**config.mk**
```make
export PLATFORM = sky130hd
export DESIGN_NAME = pipe_stage_reg
export DESIGN_NICKNAME = d
export VERILOG_FILES = /design/src/rtl/lc3b_types.sv /design/src/rtl/pipe_stage_entry.sv /design/src/rtl/pipe_stage_reg.sv
export SDC_FILE = /design/constraint.sdc
export NUM_CORES = 1
export LEC_CHECK = 0
export CAP_MARGIN = 40
export CORE_UTILIZATION = 40
export CTS_CLUSTER_SIZE = 10
export DETAILED_ROUTE_END_ITERATION = 6
export DONT_BUFFER_PORTS = 1
export HOLD_SLACK_MARGIN = 0.12
export PLACE_DENSITY = 0.58
export SYNTH_ARGS = -nofsm -noshare
export SYNTH_HDL_FRONTEND = slang
export SYNTH_SLANG_ARGS = --single-unit
```
**constraint.sdc**
```tcl
create_clock -name clk -period 1.8 [get_ports clk]
set_clock_uncertainty 0.1 [all_clocks]
set_input_delay 0.36 -clock clk [delete_from_list [all_inputs] [get_ports clk]]
set_output_delay 0.36 -clock clk [all_outputs]
set_load 0.02 [all_outputs]
```
**src/rtl/lc3b_types.sv**
```systemverilog
// rtl/lc3b_types.sv - shared LC-3b pipeline types: control-word width and stage occupancy states
package lc3b_types;
  localparam int LC3B_CTRL_W = 44;

  typedef logic [LC3B_CTRL_W-1:0] lc3b_control_word;

  typedef enum logic [1:0] {
    EMPTY = 2'd0,
    ONE   = 2'd1,
    TWO   = 2'd2
  } pipe_state_t;
endpackage

```
**src/rtl/pipe_stage_entry.sv**
```systemverilog
// rtl/pipe_stage_entry.sv - one {data, ctrl, dest, valid} holding register with load and clear
// clear wins over load; clearing zeroes ctrl/dest so an empty entry reads as a NOP, data is kept.
module pipe_stage_entry #(
  parameter int DATA_W = 64,
  parameter int CTRL_W = 44,
  parameter int DEST_W = 3
) (
  input  logic              clk,
  input  logic              reset_n,
  input  logic              load,
  input  logic              clear,
  input  logic [DATA_W-1:0] wr_data,
  input  logic [CTRL_W-1:0] wr_ctrl,
  input  logic [DEST_W-1:0] wr_dest,
  output logic [DATA_W-1:0] data,
  output logic [CTRL_W-1:0] ctrl,
  output logic [DEST_W-1:0] dest,
  output logic              valid
);
  always_ff @(posedge clk) begin
    if (!reset_n) begin
      data  <= '0;
      ctrl  <= '0;
      dest  <= '0;
      valid <= 1'b0;
    end else if (clear) begin
      ctrl  <= '0;
      dest  <= '0;
      valid <= 1'b0;
    end else if (load) begin
      data  <= wr_data;
      ctrl  <= wr_ctrl;
      dest  <= wr_dest;
      valid <= 1'b1;
    end
  end
endmodule

```
**src/rtl/pipe_stage_reg.sv**
```systemverilog
// rtl/pipe_stage_reg.sv - flow-controlled pipeline stage register with flush bubble
// Defining PIPE_STAGE_SKID_EN adds a skid entry and makes in_ready registered.
module pipe_stage_reg
  import lc3b_types::*;
#(
  parameter int DATA_W = 64,
  parameter int CTRL_W = LC3B_CTRL_W,
  parameter int DEST_W = 3
) (
  input  logic              clk,
  input  logic              reset_n,
  input  logic              flush,
  input  logic              in_valid,
  output logic              in_ready,
  input  logic [DATA_W-1:0] in_data,
  input  logic [CTRL_W-1:0] in_ctrl,
  input  logic [DEST_W-1:0] in_dest,
  output logic              out_valid,
  input  logic              out_ready,
  output logic [DATA_W-1:0] out_data,
  output logic [CTRL_W-1:0] out_ctrl,
  output logic [DEST_W-1:0] out_dest
);
  pipe_state_t       state;
  logic              xfer_in;
  logic              xfer_out;
  logic              main_load;
  logic              main_clear;
  logic [DATA_W-1:0] main_wr_data;
  logic [CTRL_W-1:0] main_wr_ctrl;
  logic [DEST_W-1:0] main_wr_dest;

  assign xfer_in  = in_valid && in_ready;
  assign xfer_out = out_valid && out_ready;

`ifdef PIPE_STAGE_SKID_EN
  logic              skid_load;
  logic              skid_clear;
  logic              skid_valid;
  logic [DATA_W-1:0] skid_data;
  logic [CTRL_W-1:0] skid_ctrl;
  logic [DEST_W-1:0] skid_dest;

  // skid_valid is a flop output, so stalls never ripple combinationally upstream
  assign in_ready     = !skid_valid;
  assign skid_load    = !flush && (state == ONE) && xfer_in && !xfer_out;
  assign skid_clear   = flush || ((state == TWO) && xfer_out);
  assign main_load    = !flush && (((state == EMPTY) && xfer_in) ||
                                   ((state == ONE) && xfer_in && xfer_out) ||
                                   ((state == TWO) && xfer_out));
  assign main_wr_data = (state == TWO) ? skid_data : in_data;
  assign main_wr_ctrl = (state == TWO) ? skid_ctrl : in_ctrl;
  assign main_wr_dest = (state == TWO) ? skid_dest : in_dest;

  pipe_stage_entry #(.DATA_W(DATA_W), .CTRL_W(CTRL_W), .DEST_W(DEST_W)) u_skid (
    .clk     (clk),
    .reset_n (reset_n),
    .load    (skid_load),
    .clear   (skid_clear),
    .wr_data (in_data),
    .wr_ctrl (in_ctrl),
    .wr_dest (in_dest),
    .data    (skid_data),
    .ctrl    (skid_ctrl),
    .dest    (skid_dest),
    .valid   (skid_valid)
  );
`else
  assign in_ready     = !out_valid || out_ready;
  assign main_load    = !flush && xfer_in;
  assign main_wr_data = in_data;
  assign main_wr_ctrl = in_ctrl;
  assign main_wr_dest = in_dest;
`endif

  assign main_clear = flush || ((state == ONE) && xfer_out && !xfer_in);

  pipe_stage_entry #(.DATA_W(DATA_W), .CTRL_W(CTRL_W), .DEST_W(DEST_W)) u_main (
    .clk     (clk),
    .reset_n (reset_n),
    .load    (main_load),
    .clear   (main_clear),
    .wr_data (main_wr_data),
    .wr_ctrl (main_wr_ctrl),
    .wr_dest (main_wr_dest),
    .data    (out_data),
    .ctrl    (out_ctrl),
    .dest    (out_dest),
    .valid   (out_valid)
  );

  always_ff @(posedge clk) begin
    if (!reset_n || flush) begin
      state <= EMPTY;
    end else begin
      case (state)
        EMPTY: if (xfer_in) state <= ONE;
        ONE: begin
          if (xfer_in && !xfer_out)      state <= TWO;
          else if (xfer_out && !xfer_in) state <= EMPTY;
        end
        TWO: if (xfer_out) state <= ONE;
        default: state <= EMPTY;
      endcase
    end
  end
endmodule
```
# Word-level counts from Yosys, hierarchy flattened
# Cells that the tools add are included.
[classes] reduce_logical=19 bitwise_logic=2 muxes=5 n_eq_ne=5
[ops] operator="$mux W2" n=4
[ops] operator="$logic_and A1 B1 Y1" n=7
[ops] operator="$pmux W2 S3" n=1
[ops] operator="$logic_not A1 Y1" n=5
[ops] operator="$ne A2 B2 Y1 const B" n=2
[ops] operator="$logic_or A1 B1 Y1" n=3
[ops] operator="$ne A3 B1 Y1 const B" n=1
[ops] operator="$reduce_and A3 Y1" n=1
[ops] operator="$eq A2 B1 Y1 const B" n=1
[ops] operator="$eq A2 B2 Y1 const B" n=1
[ops] operator="$logic_not A2 Y1" n=1
[ops] operator="$not A1 Y1" n=2
[ops] operator="$reduce_and A2 Y1" n=1
[ops] operator="$reduce_or A2 Y1" n=1
[totals] reg_bits=114 word_cells=36 input_bits=116 output_inout_bits=113

# Depth between registers and ports, before layout
[logic_depth] ltp_word=8 mapped_depth=7 ltp_nobuf=4

# Cells and area by module
# A second synthesis with hierarchy kept.
[hier_totals] cells_unflattened=451 area_unflattened_um2=4460.5
[modules_own_cells] mod="pipe_stage_entry" seq_area_each_um2=2242.2 area_each_um2=4320.4 cells_each=434 n_inst=1
[modules_own_cells] mod="pipe_stage_reg" seq_area_each_um2=40.0 area_each_um2=140.1 cells_each=17 n_inst=1

# Worst setup path after synthesis
# OpenSTA, ideal clock, no wires.
[synth_timing] path_type="register to output" from="register u_main.valid" to="output in_ready" arrival_ns=1.221 path_slack_ns=0.119 stages_incl_launch_ff=6 n_path_buf=3 cell_sequence="dfxtp_1 -> nor2b_4 -> buf_6 -> inv_4 -> buf_8 -> buf_6"
[synth_via] elab_chain_cells=2
[synth_rtl] item="start, declared" line="pipe_stage_entry.sv:18" source="output logic valid"
[synth_rtl] item="start signal, assigned" line="pipe_stage_entry.sv:25" source="valid <= 1'b0;"
[synth_rtl] item="start signal, assigned" line="pipe_stage_entry.sv:29" source="valid <= 1'b0;"
[synth_rtl] item="start signal, assigned" line="pipe_stage_entry.sv:34" source="valid <= 1'b1;"
[synth_rtl] item="$logic_not A1 Y1" line="pipe_stage_reg.sv:69" source="assign in_ready = !out_valid || out_ready;"
[synth_rtl] item="$logic_or A1 B1 Y1" line="pipe_stage_reg.sv:69"
[synth_rtl] item="end, declared" line="pipe_stage_reg.sv:14" source="output logic in_ready,"
# Every way passes these cells.

# Worst setup path in the final report
[layout_timing] from="register u_main.valid" to="register state[1]"
[layout_via] elab_chain_cells=7 elab_cells_between_ends=14 cone_classes="eq/ne: 3; mux: 2; reduce/logical: 9"
[layout_rtl] item="$logic_not A1 Y1" line="pipe_stage_reg.sv:69"
[layout_rtl] item="$logic_or A1 B1 Y1" line="pipe_stage_reg.sv:69"
[layout_rtl] item="$logic_and A1 B1 Y1" line="pipe_stage_reg.sv:33" source="assign xfer_in = in_valid && in_ready;"
[layout_rtl] item="$logic_not A1 Y1" line="pipe_stage_reg.sv:100" source="else if (xfer_out && !xfer_in) state <= EMPTY;"
[layout_rtl] item="$logic_and A1 B1 Y1" line="pipe_stage_reg.sv:100"
[layout_rtl] item="$ne A3 B1 Y1 (no line)"
[layout_rtl] item="$reduce_and A3 Y1 (no line)"
[layout_rtl] item="end signal, assigned" line="pipe_stage_reg.sv:99" source="if (xfer_in && !xfer_out) state <= TWO;"
[layout_rtl] item="end signal, assigned" line="pipe_stage_reg.sv:100"
[layout_rtl] item="end signal, assigned" line="pipe_stage_reg.sv:102" source="TWO: if (xfer_out) state <= ONE;"
[layout_rtl] item="end, declared" line="pipe_stage_reg.sv:24" source="pipe_state_t state;"
# Parallel ways exist; a longest one is shown, timed or not.
# A chain may end at the register's enable or synchronous reset.

==> impl_metrics.env <==
export IMPL_hold_slack_ps=180
export IMPL_async_flop_share=0
export IMPL_synth_simple_gate_area_frac=0.207
export IMPL_synthAdderAreaFrac=0
export IMPL_crit_family="buffers and inverters"
export IMPL_critical_path_buf_inv_count=2
export IMPL_holdCritPathClass="input pin to flip-flop"
export IMPL_fin_crit_sh=0.934
export IMPL_grt_pass1_wl_um=22600
export IMPL_yosysSeqAreaShare=0.456
export IMPL_critPathArrivalTime_ps=1930
export IMPL_post_cts_setup_buffers=0
export IMPL_cp_end_kind="flip-flop"
export IMPL_cap_violations=0
export IMPL_numCtsBuffers=17
export IMPL_switching_share=0.224
export IMPL_core_area_mm2=0.0121
export IMPL_overflow=0
export IMPL_slew_limit_headroom=0.696
export IMPL_synth_top_family_by_area="compound AO/OA/AOI/OAI gates"
export IMPL_area_growth_pct=37.9
export IMPL_cts_root_buf="clkbuf_16"
export IMPL_clock_sinks=114
export IMPL_hold_viol=0
export IMPL_drc=0
export IMPL_final_layout_size_suffix_gt1_frac=0.206
export IMPL_cpPeakStageDelay_ps=540
export IMPL_cts_htree_levels=4
export IMPL_worstPathMaxFanout=8
export IMPL_post_dp_cell_area_mm2=0.00506
export IMPL_power_frac_comb=0.085
export IMPL_dieArea_mm2=0.0130
export IMPL_synth_common_cells="dfxtp_1, o21ai_0, nand3_2"
export IMPL_ys_ff_latch=114
export IMPL_first_global_vias=4379
export IMPL_first_pass_iters=4
export IMPL_fillers=1003
export IMPL_syn_inst=527
export IMPL_crit_type="flip-flop to flip-flop"
export IMPL_yosysMostFrequentCell="dfxtp_1"
export IMPL_slowest_stage="dlygate4sd3_1"
export IMPL_muxShareOfSynthArea=0.00225
export IMPL_wire_per_inst_um=18.5
export IMPL_final_nets=729
export IMPL_cts_hold_buf=115
export IMPL_ys_flop_type="dfxtp_1"
export IMPL_cts_clk_slew_worst_paths_ps=50
export IMPL_ant_nets=0
export IMPL_antenna_cells=0
export IMPL_fp_dieW_um=114
export IMPL_antenna_found_initial=0
export IMPL_hpwl_um=8200
export IMPL_fin_cells=794
export IMPL_drt_initial_drc_count=319
export IMPL_p_int_w=0.00561
export IMPL_power_share_clock=0.529
export IMPL_fp_row_count=40
export IMPL_fp_dieH_um=114
export IMPL_cts_buffer_depth=2
export IMPL_rsz0062_at_grt="false"
export IMPL_port_buffers=0
export IMPL_synth_edf_count=0
export IMPL_setup_viol=0
export IMPL_ys_warn_count=0
export IMPL_cts_tree="done"
export IMPL_vias=4431
export IMPL_clkLatencyLatePin_ps=410
export IMPL_avgSynthCellArea_um2=9.50
export IMPL_fmax_mhz=595
export IMPL_dp_cells=647
export IMPL_path_cells="buf_4 > nor4bb_1 > a21oi_1 > nor2_1 > dlygate4sd3_1"
export IMPL_avgViaCountPerCell=5.58
export IMPL_cts_resized=0
export IMPL_power_leakage_nw=2.35
export IMPL_worst_pin_slew_ps=455
export IMPL_grtUsageTotal=0.222
export IMPL_synth_cell_types=29
export IMPL_finalMaxSlewViolations=0
export IMPL_ioPinCount=229
export IMPL_synth_top_area_share=0.456
export IMPL_synth_xor_area_share=0.00175
export IMPL_grt_max_degree=77
export IMPL_status="finished clean"
export IMPL_initial_core_util=0.413
export IMPL_finalCriticalPeriod_ps=1680
export IMPL_setup_tns_ps=0
export IMPL_synth_fp_nets=643
export IMPL_gp_congestion=0.693
export IMPL_p_switching_w=0.00162
export IMPL_setup_ws_ps=118
export IMPL_synthesis_area_mm2=0.00501
export IMPL_power_density_mw_per_mm2=1050
export IMPL_synth_largest_area_cell="dfxtp_1"
export IMPL_synthTopCellsByArea="dfxtp_1, nand3_2, o21ai_0"
export IMPL_irDropWorstVdd_v=0.000547
export IMPL_wl_um=14700
export IMPL_dp_slack_ps=225
export IMPL_power_share_sequential=0.386
export IMPL_critical_path_required_ps=2050
export IMPL_synth_compound_gate_area_share=0.260
export IMPL_design_area_mm2=0.00690
export IMPL_start_kind="flip-flop"
-- final timing paths --
kind | startpoint | end | slack (ps) | cells past startpoint
setup / recovery | u_main.valid | state[1] | 120 | 5
hold / removal | in_valid | state[0] | 180 | 3
setup reg to reg | u_main.valid | state[1] | 120 | 5
hold reg to reg | u_main.ctrl[23] | u_main.ctrl[23] | 480 | 2
-- cell families after synthesis --
group | Yosys count
mux | 1
compound gates | 226
xor+xnor | 1
flops | 114
buf+inv | 61
simple gates | 124
-- placed cells by master (no fill, tap or decap), types with 2 or more instances in the layout --
cell type	synthesis	routed
a21boi_1	36	36
clkbuf_8	0	6
bufinv_16	0	5
nand3_2	79	79
dfxtp_1	114	114
clkbuf_16	0	17
nand3_1	32	32
a21oi_1	49	49
buf_4	9	4
clkinvlp_4	0	2
a21boi_0	28	28
dlygate4sd3_1	0	114
nor2_1	4	4
buf_12	0	9
o21ai_0	110	110
-- stage by stage --
stage          power, W  utilization
4_1_cts         0.00730        0.570
3_3_place_gp    0.00320        0.418
2_1_floorplan   0.00314            -
3_5_place_dp    0.00321        0.418
6_report        0.00724        0.570
5_1_grt         0.00749        0.570
-- cell type report --
type / instances / area (um^2) / share of cell area
timing repair buffer: 127 / 1350 / 0.196
sequential: 114 / 2280 / 0.331
clock inverter: 8 / 170 / 0.0247
inverter: 1 / 6.26 / 0.000906
clock buffer: 24 / 512 / 0.0741
multi-input combinational: 352 / 2370 / 0.343
tap: 168 / 210 / 0.0305
-- worst min-delay path: cells and delay by family --
family	cells	cell delay, ps
AOI/OAI and AO/OA	2	230
xor gates and xnor gates	1	50
-- state kept, by name, summed over array words and instances (netlist names) --
register and cells:
state 2, u_main.ctrl 44, u_main.data 64, u_main.dest 3, u_main.valid 1
-- metal layers --
layer | up-vias | routed length, um | GRT usage
met1 | 2142 | 5850 | 0.244
met3 | 33 | 1230 | 0.0925
met4 | 0 | 383 | 0.0970
met2 | 199 | 7210 | 0.377
met5 | - | 0 | 0
li1 | 2057 | - | -
-- power by group through the flow --
stage | registers, W | logic, W | clock network (W)
global route | 0.00280 | 0.000665 | 0.00402
global placement | 0.00284 | 0.000353 | 0
finish | 0.00279 | 0.000617 | 0.00383
CTS | 0.00279 | 0.000610 | 0.00390
detailed placement | 0.00284 | 0.000370 | 0
floorplan | 0.00282 | 0.000318 | 0
(Power assumes the default switching activity.)
